$ cat config.mk
export PLATFORM = sky130hd
export DESIGN_NAME = alu_seq
export DESIGN_NICKNAME = d
export VERILOG_FILES = /design/src/rtl/alu_seq.sv
export SDC_FILE = /design/constraint.sdc
export NUM_CORES = 1
export LEC_CHECK = 0
export CORE_ASPECT_RATIO = 1.1
export CORE_UTILIZATION = 63
export CTS_CLUSTER_SIZE = 16
export DETAILED_ROUTE_END_ITERATION = 6
export GPL_TIMING_DRIVEN = 0
export PLACE_DENSITY = 0.95
export SYNTH_ARGS = -nofsm -noshare
export SYNTH_HDL_FRONTEND = slang
export SYNTH_SLANG_ARGS = --single-unit
$ cat constraint.sdc
create_clock -name clk -period 7.25 [get_ports clk]
set_input_delay 1.8125 -clock clk [delete_from_list [all_inputs] [get_ports clk]]
set_output_delay 1.8125 -clock clk [all_outputs]
set_load 0.01 [all_outputs]
$ cat src/rtl/alu_seq.sv
// -----------------------------------------------------------------------------
// alu_seq - handshaked sequential ALU
//
// Accepts opcode/a/b on an input valid/ready handshake and returns a
// registered result, a high product word and flags on an output valid/ready
// handshake. ADD/SUB/AND/OR/XOR/SHL/SHR finish in one cycle. MUL runs as an
// unsigned shift-add over WIDTH cycles and returns the full 2*WIDTH product.
//
// Ports
//   clk        in   1      rising-edge clock
//   reset      in   1      synchronous, active-high reset
//   in_valid   in   1      opcode/a/b valid this cycle
//   in_ready   out  1      block can accept a new operation
//   opcode     in   3      0 ADD,1 SUB,2 AND,3 OR,4 XOR,5 SHL,6 SHR,7 MUL
//   a          in   WIDTH  operand A
//   b          in   WIDTH  operand B / shift amount
//   out_valid  out  1      result valid, held until out_ready
//   out_ready  in   1      consumer takes the result this cycle
//   res        out  WIDTH  result (MUL: low product word)
//   res_hi     out  WIDTH  MUL high product word, else 0
//   flag_z     out  1      res == 0 and res_hi == 0
//   flag_c     out  1      ADD carry, SUB borrow, last shifted-out bit
//   flag_v     out  1      ADD/SUB signed overflow
// -----------------------------------------------------------------------------
module alu_seq #(
  parameter int WIDTH = 8
) (
  input  logic             clk,
  input  logic             reset,
  input  logic             in_valid,
  output logic             in_ready,
  input  logic [2:0]       opcode,
  input  logic [WIDTH-1:0] a,
  input  logic [WIDTH-1:0] b,
  output logic             out_valid,
  input  logic             out_ready,
  output logic [WIDTH-1:0] res,
  output logic [WIDTH-1:0] res_hi,
  output logic             flag_z,
  output logic             flag_c,
  output logic             flag_v
);

  localparam int SHW = $clog2(WIDTH);

  // WIDTH always fits in WIDTH bits because WIDTH < 2**WIDTH.
  localparam logic [WIDTH-1:0] W_LIMIT  = WIDTH'(WIDTH);
  localparam logic [SHW-1:0]   CNT_LAST = SHW'(WIDTH - 1);
  localparam logic [SHW-1:0]   CNT_ONE  = SHW'(1);

  localparam logic [2:0] OP_ADD = 3'd0;
  localparam logic [2:0] OP_SUB = 3'd1;
  localparam logic [2:0] OP_AND = 3'd2;
  localparam logic [2:0] OP_OR  = 3'd3;
  localparam logic [2:0] OP_XOR = 3'd4;
  localparam logic [2:0] OP_SHL = 3'd5;
  localparam logic [2:0] OP_SHR = 3'd6;
  localparam logic [2:0] OP_MUL = 3'd7;

  typedef enum logic [1:0] {
    S_IDLE = 2'd0,
    S_MUL  = 2'd1,
    S_DONE = 2'd2
  } state_t;

  state_t           r_state;
  state_t           w_state_nxt;
  logic             w_accept;
  logic             w_mul_last;

  logic [WIDTH-1:0] w_alu_res;
  logic             w_alu_c;
  logic             w_alu_v;
  logic [WIDTH:0]   w_sum;
  logic [WIDTH:0]   w_diff;
  logic [WIDTH:0]   w_shl;
  logic [WIDTH:0]   w_shr;
  logic [SHW-1:0]   w_shamt;

  logic [WIDTH-1:0] r_mcand;
  logic [WIDTH-1:0] r_acc_hi;
  logic [WIDTH-1:0] r_acc_lo;
  logic [SHW-1:0]   r_cnt;
  logic [WIDTH:0]   w_mul_sum;
  logic [WIDTH-1:0] w_hi_nxt;
  logic [WIDTH-1:0] w_lo_nxt;

  logic [WIDTH-1:0] r_res;
  logic [WIDTH-1:0] r_res_hi;
  logic             r_fz;
  logic             r_fc;
  logic             r_fv;
  logic             r_in_ready;
  logic             r_out_valid;

  // State register.
  always_ff @(posedge clk) begin
    if (reset) begin
      r_state <= S_IDLE;
    end else begin
      r_state <= w_state_nxt;
    end
  end

  // Next-state decode plus accept / last-iteration strobes.
  always_comb begin
    w_state_nxt = r_state;
    w_accept    = 1'b0;
    w_mul_last  = 1'b0;
    case (r_state)
      S_IDLE: begin
        if (in_valid) begin
          w_accept = 1'b1;
          if (opcode == OP_MUL) begin
            w_state_nxt = S_MUL;
          end else begin
            w_state_nxt = S_DONE;
          end
        end else begin
          w_state_nxt = S_IDLE;
        end
      end
      S_MUL: begin
        if (r_cnt == CNT_LAST) begin
          w_mul_last  = 1'b1;
          w_state_nxt = S_DONE;
        end else begin
          w_state_nxt = S_MUL;
        end
      end
      S_DONE: begin
        // out_ready only releases the result; a new op waits for IDLE.
        if (out_ready) begin
          w_state_nxt = S_IDLE;
        end else begin
          w_state_nxt = S_DONE;
        end
      end
      default: begin
        w_state_nxt = S_IDLE;
      end
    endcase
  end

  // Single-cycle ops, evaluated straight from the accepted inputs.
  always_comb begin
    w_alu_res = {WIDTH{1'b0}};
    w_alu_c   = 1'b0;
    w_alu_v   = 1'b0;
    w_shamt   = b[SHW-1:0];
    w_sum     = {1'b0, a} + {1'b0, b};
    w_diff    = {1'b0, a} - {1'b0, b};
    // One spare bit on the side the data leaves catches the last bit out.
    w_shl     = {1'b0, a} << w_shamt;
    w_shr     = {a, 1'b0} >> w_shamt;
    case (opcode)
      OP_ADD: begin
        w_alu_res = w_sum[WIDTH-1:0];
        w_alu_c   = w_sum[WIDTH];
        w_alu_v   = (a[WIDTH-1] == b[WIDTH-1]) && (w_sum[WIDTH-1] != a[WIDTH-1]);
      end
      OP_SUB: begin
        w_alu_res = w_diff[WIDTH-1:0];
        w_alu_c   = w_diff[WIDTH];
        w_alu_v   = (a[WIDTH-1] != b[WIDTH-1]) && (w_diff[WIDTH-1] != a[WIDTH-1]);
      end
      OP_AND: w_alu_res = a & b;
      OP_OR:  w_alu_res = a | b;
      OP_XOR: w_alu_res = a ^ b;
      OP_SHL: begin
        if (b == {WIDTH{1'b0}}) begin
          w_alu_res = a;
        end else if (b >= W_LIMIT) begin
          w_alu_res = {WIDTH{1'b0}};
        end else begin
          w_alu_res = w_shl[WIDTH-1:0];
          w_alu_c   = w_shl[WIDTH];
        end
      end
      OP_SHR: begin
        if (b == {WIDTH{1'b0}}) begin
          w_alu_res = a;
        end else if (b >= W_LIMIT) begin
          w_alu_res = {WIDTH{1'b0}};
        end else begin
          w_alu_res = w_shr[WIDTH:1];
          w_alu_c   = w_shr[0];
        end
      end
      default: begin
        w_alu_res = {WIDTH{1'b0}};
      end
    endcase
  end

  // One shift-add step: the multiplier sits in acc_lo and drains out of
  // bit 0 while product bits shift in from the top.
  always_comb begin
    if (r_acc_lo[0]) begin
      w_mul_sum = {1'b0, r_acc_hi} + {1'b0, r_mcand};
    end else begin
      w_mul_sum = {1'b0, r_acc_hi};
    end
    w_hi_nxt = w_mul_sum[WIDTH:1];
    w_lo_nxt = {w_mul_sum[0], r_acc_lo[WIDTH-1:1]};
  end

  // Datapath, result and handshake registers.
  always_ff @(posedge clk) begin
    if (reset) begin
      r_mcand     <= {WIDTH{1'b0}};
      r_acc_hi    <= {WIDTH{1'b0}};
      r_acc_lo    <= {WIDTH{1'b0}};
      r_cnt       <= {SHW{1'b0}};
      r_res       <= {WIDTH{1'b0}};
      r_res_hi    <= {WIDTH{1'b0}};
      r_fz        <= 1'b0;
      r_fc        <= 1'b0;
      r_fv        <= 1'b0;
      r_in_ready  <= 1'b1;
      r_out_valid <= 1'b0;
    end else begin
      r_in_ready  <= (w_state_nxt == S_IDLE);
      r_out_valid <= (w_state_nxt == S_DONE);
      if (w_accept) begin
        if (opcode == OP_MUL) begin
          r_mcand  <= a;
          r_acc_lo <= b;
          r_acc_hi <= {WIDTH{1'b0}};
          r_cnt    <= {SHW{1'b0}};
        end else begin
          r_res    <= w_alu_res;
          r_res_hi <= {WIDTH{1'b0}};
          r_fz     <= (w_alu_res == {WIDTH{1'b0}});
          r_fc     <= w_alu_c;
          r_fv     <= w_alu_v;
        end
      end else if (r_state == S_MUL) begin
        r_acc_hi <= w_hi_nxt;
        r_acc_lo <= w_lo_nxt;
        r_cnt    <= r_cnt + CNT_ONE;
        if (w_mul_last) begin
          r_res    <= w_lo_nxt;
          r_res_hi <= w_hi_nxt;
          r_fz     <= ({w_hi_nxt, w_lo_nxt} == {(2*WIDTH){1'b0}});
          r_fc     <= 1'b0;
          r_fv     <= 1'b0;
        end else begin
          r_res    <= r_res;
        end
      end else begin
        r_cnt <= r_cnt;
      end
    end
  end

  assign in_ready  = r_in_ready;
  assign out_valid = r_out_valid;
  assign res       = r_res;
  assign res_hi    = r_res_hi;
  assign flag_z    = r_fz;
  assign flag_c    = r_fc;
  assign flag_v    = r_fv;

endmodule

==> results by stage, run 1 <==
Setup path:
- The kind of start point of the critical path is an input port.
- The critical path data arrival time is 5.13 ns.
- The master of the slowest instance on the critical path is clkdlybuf4s50_1.
- The highest net fanout along the worst path is 10.
- The critical path goes through clkdlybuf4s50_1, buf_2, inv_1, ha_1, nor2_1, o21ai_0, nand3b_1, a221o_1, mux2_2, or2_2, o32ai_2.
- The class of the most critical setup path is in2reg.
- Data on the critical path is required at its endpoint by 7.48 ns.
- The worst setup path is captured at a register.
- The largest single stage delay on the critical path is 0.79 ns.
- The worst reg-to-reg path cell count is 10.

Clock tree:
- The clock latency on the worst-skew pair is 0.31 ns.
- In this run the deepest clock path goes through 2 buffers.
- For this design, the CTS-stage hold fixing added 0 buffers.
- The clock sink total is 50.
- In this run the number of H-tree levels came out at 2.
- Once the clock tree was built, the setup fixing pass inserted 0 buffers.
- CTS placed an instance of clkbuf_8 at the clock tree root.
- The number of buffers added by the clock tree synthesis step is 5.
- Clock-pin slew was measured on the worst setup and hold paths at 0.10 ns.
- In this run, post-CTS repair resized a total of 0 instances.
- TritonCTS built the clock tree.

Worst hold path:
- The worst hold path stage count is 2.
- The class of the tightest hold or removal check is reg2reg.

Timing:
- The maximum operating frequency is 204.1 MHz.
- The count of pins over their slew limit was 0.
- The final hold violation count is 0.
- Setup repair after global routing left no endpoint under its margin.
- The number of failing setup endpoints in the final timing report is 0.
- The slew at the pin closest to its max-slew limit is 0.8856 ns.
- After layout, the worst setup slack is 2.351 ns.
- In this run the tightest slew margin relative to its limit is 40.96%.
- The worst hold slack is 0.4654 ns.
- The minimum clock period is 4.899 ns.
- The setup TNS is 0 ns.
- In the finished design, the share of the clock period the worst path needs comes to 67.57%.
- Clock skew on the completed layout was measured at 0.01855 ns.

Synthesis:
- In this run, synthesis produced a sequential element count of 50.
- The warning count from the yosys run is 0.
- Of the synthesized area, sequential elements account for 22.32%.
- The number of enable flip-flop cells after synthesis is 0.
- The cell count after synthesis came out at 590.
- The synthesized netlist contains 74 unique library cells.
- The share of async-settable or async-resettable flops after synthesis is 0%.
- The average instance in the mapped netlist occupies 7.603 µm².
- The area of the mapped netlist is 4486 µm².
- The total nets after synthesis is 651.
- The most used flip-flop cell after synthesis is dfxtp_1.

Floorplanning:
- From bottom edge to top edge, the die measures 90.50 µm.
- The die is 82.45 µm wide.
- The region available for standard cell placement spans 6749 µm².
- The number of cell rows is 31.
- The overall die area is 7461 µm².
- The effective utilization at floorplan is 66.46%.
- The number of top-level pins is 44.

Place:
- After legalization and detailed placement, the total HPWL measured 10.75 mm.
- The final RePlAce weighted congestion is 1.018.
- At the placement stage, the worst setup path has a slack of 2.085 ns.
- Port buffering added 42 buffers.

GRT:
- The maximum number of pins on one net before global-route repair is 16.
- The combined global-route utilization of all metal layers is 39.03%.
- The via count of the first global-routing pass came to 4661.
- The first global-routing pass estimated 22.45 mm of wire.
- The number of antenna violations at the first check in global routing was 0.
- The total global routing overflow is 0.

Cells and area:
- The number of antenna diodes in the final layout is 0.
- Of the cells placed in the final design, the portion with a size suffix greater than 1 is 8.451%.
- In the final design database the tool counted 700 nets.
- Compared with the post-synthesis result, the final layout area differs by 14.06%.

Power and ir drop:
- In this run switching power makes up 32.73% of total power.
- The internal power is 0.4751 mW.
- The clock network accounts for 27.5% of the total power.
- Across the VDD grid, the largest voltage drop is 98.58 µV.
- The power density over the cells is 138.0 nW/µm².
- In this run, the combinational gates consume 31.1% of the power.
- The net switching power is 0.2311 mW.
- The design draws 0.7062 mW.
- Summed over all cells, the static leakage comes to 2.019 nW.
- In this run, flip-flops and latches consume 41.4% of the power.

Drt:
- After the first detailed-routing iteration, the DRC count stood at 527.
- The final antenna-violating net count is 0.
- Dividing the detail-routed wire length by the instance count gives 19.26 µm.
- The detailed-route vias per instance is 6.696.
- The routed design has 13.88 mm of wire.
- The via total after detailed routing is 4828.
- Before antenna repair, the detailed router went through 5 iterations.
- The number of remaining DRC errors is 0.

Job:
- The max-cap violation count is 0.

Status:
- The flow ran to the end, and the final reports show no timing, DRC or antenna violations.
[cell type report]
cell class                 instances  area [µm²]
fill                             520        1633
inverter                          34       127.6
tap                               82       102.6
buffer                            40       205.2
clock buffer                       5       68.82
clock inverter                     2       38.79
sequential                        50        1001
multi-input combinational        466        3152
timing repair buffer              42       420.4
[layout by cell type (no fill, tap or decap), drive strengths merged, types with 5 or more instances in the layout]
master	count
dfxtp	50
mux4	6
clkbuf	20
inv	34
nand2b	6
or3	5
a21oi	55
nand3	25
a22oi	13
mux2i	10
nand3b	8
buf	25
nand2	78
xnor2	5
nor2	56
nor3	12
a221oi	6
nor2b	9
o211ai	6
ha	35
or2	5
a311oi	7
o21ai	24
a31oi	10
clkdlybuf4s50	42
mux2	5
[routing by layer]
| metal | wire, µm | track usage (%) |
|---|---|---|
| met1 | 5446 | 48.06 |
| met5 | 0 | 0 |
| met2 | 6671 | 64.88 |
| met3 | 1122 | 5.253 |
| met4 | 642 | 19.44 |
[through the flow]
| stage | std cells | cell area [µm²] | utilization (%) |
|---|---|---|---|
| after CTS | 721 | 5116 | 75.81 |
| after detailed placement | 714 | 5009 | 74.21 |
| after global routing | 721 | 5116 | 75.81 |
| after global placement | 714 | 5009 | 74.21 |
| after floorplan | 590 | 4486 | - |
| final | 721 | 5116 | 75.81 |
[power groups by stage]
stage               Combinational [mW]  Clock [mW]  Sequential [mW]
floorplan                        0.139           0            0.299
global placement                 0.207           0            0.298
detailed placement               0.213           0            0.298
CTS                              0.214       0.193            0.292
global route                     0.237       0.206            0.293
finish                           0.220       0.194            0.292
[critical path: cells and delay by family]
kind,cells,cell delay (ns)
compound gates,3,0.84
fa+ha+maj,1,0.36
buf+inv,3,1.33
mux,1,0.29
simple gates,3,0.47
[flip-flops by register name, indices dropped and copies added (netlist names)]
register   count
r_cnt          3
flag_z         1
flag_v         1
r_acc_lo       8
r_state        2
in_ready       1
res_hi         8
r_acc_hi       8
out_valid      1
flag_c         1
res            8
r_mcand        8
[path summary, 6_finish.rpt]
kind | start | to | slack [ns]
hold / removal | res[3] | res[3] | 0.47
hold reg to reg | res[3] | res[3] | 0.47
setup / recovery | b[1] | flag_z | 2.35
setup reg to reg | r_acc_hi[0] | flag_z | 4.29
[synthesized netlist by cell type, drive strengths merged, types with 4 or more instances]
library cell / n / area [µm²]
or3: 5 / 36.28
ha: 35 / 437.9
nor3: 12 / 60.06
nor2: 56 / 210.2
nor2b: 9 / 56.30
nand3: 25 / 130.1
mux2: 5 / 56.30
a22oi: 13 / 97.59
nand2b: 6 / 37.54
and3b: 4 / 35.03
or2: 5 / 31.28
o211ai: 6 / 45.04
clkbuf: 15 / 56.30
nand2: 78 / 292.8
a221o: 4 / 40.04
mux4: 6 / 146.4
a21oi: 55 / 279.0
xnor2: 5 / 43.79
o21ai: 24 / 120.1
a31oi: 10 / 62.56
inv: 34 / 127.6
a211o: 4 / 35.03
a311oi: 7 / 61.31
mux2i: 10 / 100.1
dfxtp: 50 / 1001
or4: 4 / 30.03
a221oi: 6 / 58.80
buf: 25 / 148.9
nand3b: 8 / 60.06
nand4: 4 / 31.28
[cells by family (layout without fill, tap and decap cells)]
kind of cell             after synthesis  in the layout  synth area share (%)
AND/OR/NAND/NOR                      233            233                 25.61
AO/OA/AOI/OAI                        167            167                 25.44
buffers and inverters                 74            123                 7.420
flip-flops                            50             50                 22.32
adder cells (fa/ha/maj)               38             38                 11.10
multiplexers                          21             21                 6.750
XOR/XNOR                               7              7                 1.367
No activity file was read; power rests on OpenSTA's default activity.
==> inputs of run 2 (changes only) <==
--- a/config.mk
+++ b/config.mk
@@ -6,11 +6,11 @@
 export NUM_CORES = 1
 export LEC_CHECK = 0
 export CORE_ASPECT_RATIO = 1.1
-export CORE_UTILIZATION = 63
+export CORE_UTILIZATION = 53
 export CTS_CLUSTER_SIZE = 16
 export DETAILED_ROUTE_END_ITERATION = 6
 export GPL_TIMING_DRIVEN = 0
-export PLACE_DENSITY = 0.95
+export PLACE_DENSITY = 0.89
 export SYNTH_ARGS = -nofsm -noshare
 export SYNTH_HDL_FRONTEND = slang
 export SYNTH_SLANG_ARGS = --single-unit
==> constraint.sdc (replaced) <==
create_clock -name clk -period 4.3 [get_ports clk]
set_input_delay 1.075 -clock clk [delete_from_list [all_inputs] [get_ports clk]]
set_output_delay 1.075 -clock clk [all_outputs]
set_load 0.01 [all_outputs]
==> run 2 against run 1 <==
Cell area grew 0.49%. Combinational power grew 69%. Largest cell class unchanged. First-iteration DRC count shrank 7.0%. Wire length grew 1.0%. Clock skew shrank 0.0076 ns. Critical path depth grew 1. Clock-buffer cell count is the same. Sequential power grew 68%. Utilization shrank 12 points. Clock power grew 53%. Largest power group unchanged. Global-route usage shrank 7.0 points. Hold slack lost 0.0082 ns.
==> results by stage, run 2 (synthesis results as in run 1) <==
Drt:
- Summed over all layers, the routed wires come to 14.03 mm.
- The total iterations of the first detailed-routing run is 5.
- The detail route stage leaves a number of antenna-violating nets equal to 0.
- In the final routed layout, each cell accounts on average for 18.75 µm.
- In the routed design, unresolved DRC markers number 0.
- The detailed-route vias per instance is 6.476.
- The final route contains 4844 vias.
- The detailed router finished its first iteration with 490 violations.

Setup path:
- The launch point of the worst path is a[2].
- The class of the most critical setup path is in2reg.
- The slowest stage of the critical path is the clkdlybuf4s50_1 cell.
- The critical path crosses 12 cells after its start point.
- The kind of capture point of the worst setup path is a register.
- The critical path data arrival time is 4.41 ns.
- The delay contributed by the slowest stage of the critical path is 0.51 ns.
- The worst setup path is launched from an input port.
- The number of buffers and inverters on the critical path is 4.
- Of all nets on the critical path, the largest fanout is 10.
- STA puts the critical path data required time at 4.53 ns.
- The critical path goes through clkdlybuf4s50_1, clkbuf_1, inv_1, ha_1, buf_2, xor2_1, mux4_2, a32oi_1, nand3_1, a2111oi_2, nand4b_1, o32ai_2.
- The family with the most delay on the worst path is buffers and inverters.
- The critical path ends at flag_z.
- The worst reg-to-reg path cell count is 10.
- Setup slack on the worst reg-to-reg path comes out at 1.38 ns.
- The capture instance of the worst register-to-register path is flag_z.
- The source of the worst register-to-register timing path is r_acc_hi[0].

Timing:
- Setup violations remaining at the end of the flow were counted as 0.
- In this run the tightest slew margin relative to its limit is 39.19%.
- The least setup slack across all paths after layout is 0.1179 ns.
- The maximum operating frequency is 239.1 MHz.
- The final hold violation count was 0.
- The ratio of final minimum period to clock period is 97.26%.
- The count of pins over their slew limit was 0.
- Clock skew on the completed layout was measured at 0.01098 ns.
- Setup repair after global routing left no endpoint under its margin.
- The slew at the pin closest to its max-slew limit is 0.9121 ns.
- The minimum clock period is 4.182 ns.

GRT:
- The number of antenna violations at the first check in global routing is 0.
- The maximum number of pins on one net before global-route repair is 19.
- Global routing consumed, over all layers together, 32.04% of the routing resources.
- The via count of the first global-routing pass came to 4704.
- The first-pass GRT wire length is 22.96 mm.
- After global routing the overflow that remains totals 0.

Cells and area:
- The finished layout holds 748 standard cells, fillers aside.
- The most common cell after layout, fill and taps aside is nand2_1.
- The final net count is 700.
- The share of post-route cells with drive strength above 1 is 8.594%.
- The library cells used most frequently in the layout, excluding fill and tap cells, are nand2_1, nor2_1, a21oi_1.
- 0 antenna diodes ended up in the layout.
- The area growth from synthesis to layout is 14.62%.

Floorplanning:
- Pin placement for this block handled 44 I/O pins.
- Row generation in the floorplan step produced 34 rows.
- The region available for standard cell placement spans 8040 µm².
- The effective utilization at floorplan is 55.79%.
- The overall die area is 8836 µm².
- The overall die width is 89.72 µm.
- In this run the vertical extent of the chip is 98.49 µm.

Clock tree:
- The worst-case clock buffer depth is 2.
- The depth of the CTS H-tree is 2.
- After clock tree synthesis, the clock-pin slew on the worst setup and hold paths is 0.10 ns.
- The root cell of the clock tree is clkbuf_8.
- The clock sink total is 50.
- The clock latency on the worst-skew pair is 0.31 ns.
- Post-CTS repair changed the size of 0 cells.
- TritonCTS built the clock tree.
- Clock tree synthesis inserted a total of 5 buffers.
- The hold buffer count at CTS is 0.
- Buffers added to address setup during post-CTS repair amount to 0.

Power and ir drop:
- VDD sags by at most 142.0 µV.
- The power density over the cells is 225.8 nW/µm².
- Summed over all cells, the static leakage comes to 2.025 nW.

Place:
- Counting tap cells, the placed design contains a total of 740 instances.
- The wire-length estimate of the detail-placed layout is 10.91 mm.
- Prior to clock tree synthesis, the placed netlist has a worst setup slack of -0.1789 ns.
- Input and output buffers added on the ports amount to 42.
- At the end of routability-driven placement, the weighted congestion stood at 1.019.

Worst hold path:
- The class of the tightest hold or removal check is reg2reg.

Job:
- The max-cap violation count is 0.

Status:
- The run finished with clean final reports.
[run 2: worst min-delay path by stage]
| stage | slack, ns | to | startpoint | cells after the start |
|---|---|---|---|---|
| 2_1_floorplan | 0.44 | r_acc_lo[7] | r_acc_lo[7] | 2 |
| 5_1_grt | 0.50 | res[3] | res[3] | 2 |
| 3_5_place_dp | 0.44 | res[3] | res[3] | 2 |
| 4_1_cts | 0.46 | res[3] | res[3] | 2 |
| 6_report | 0.46 | res[3] | res[3] | 2 |
| 3_3_place_gp | 0.44 | res[3] | res[3] | 2 |
[run 2: final cells by class]
class / count / area, µm²
multi-input cells: 466 / 3152
fillers: 718 / 2899
flip-flops and latches: 50 / 1001
repair buffers: 42 / 422.9
plain buffers: 40 / 205.2
well taps: 108 / 135.1
inverters: 34 / 127.6
clock buffers: 5 / 68.82
clock inverters: 3 / 28.78
[run 2: metrics by stage]
step	setup TNS, ns	total power [mW]	cell area, µm²	util, %	hold slack [ns]
floorplan	0	0.7381	4486	-	0.4396
global placement	-0.1066	0.8521	5041	62.70	0.4428
detailed placement	-0.2129	0.8621	5041	62.70	0.4430
CTS	0	1.153	5139	63.91	0.4563
global route	0	1.214	5141	63.94	0.5027
finish	0	1.161	5141	63.94	0.4572
[run 2: tightest hold or removal path, stage by stage, from the launching register on]
cell     delay (ns)
dfxtp_1        0.32
nand2_1        0.05
a21oi_1        0.05
[run 2: layer usage]
layer | global-route usage [%] | part of all wire [%] | vias to the layer above
met2 | 56.04 | 48 | 263
met1 | 37.62 | 39 | 2274
met5 | 0 | 0 | -
met4 | 18.41 | 5.5 | 0
li1 | - | - | 2241
met3 | 4.552 | 7.7 | 66
[run 2: where the power goes]
group / internal [mW] / total, mW / switching [mW]
registers: 0.479 / 0.492 / 0.0133
clock network: 0.121 / 0.297 / 0.176
logic: 0.151 / 0.371 / 0.221
total: 0.751 / 1.16 / 0.410
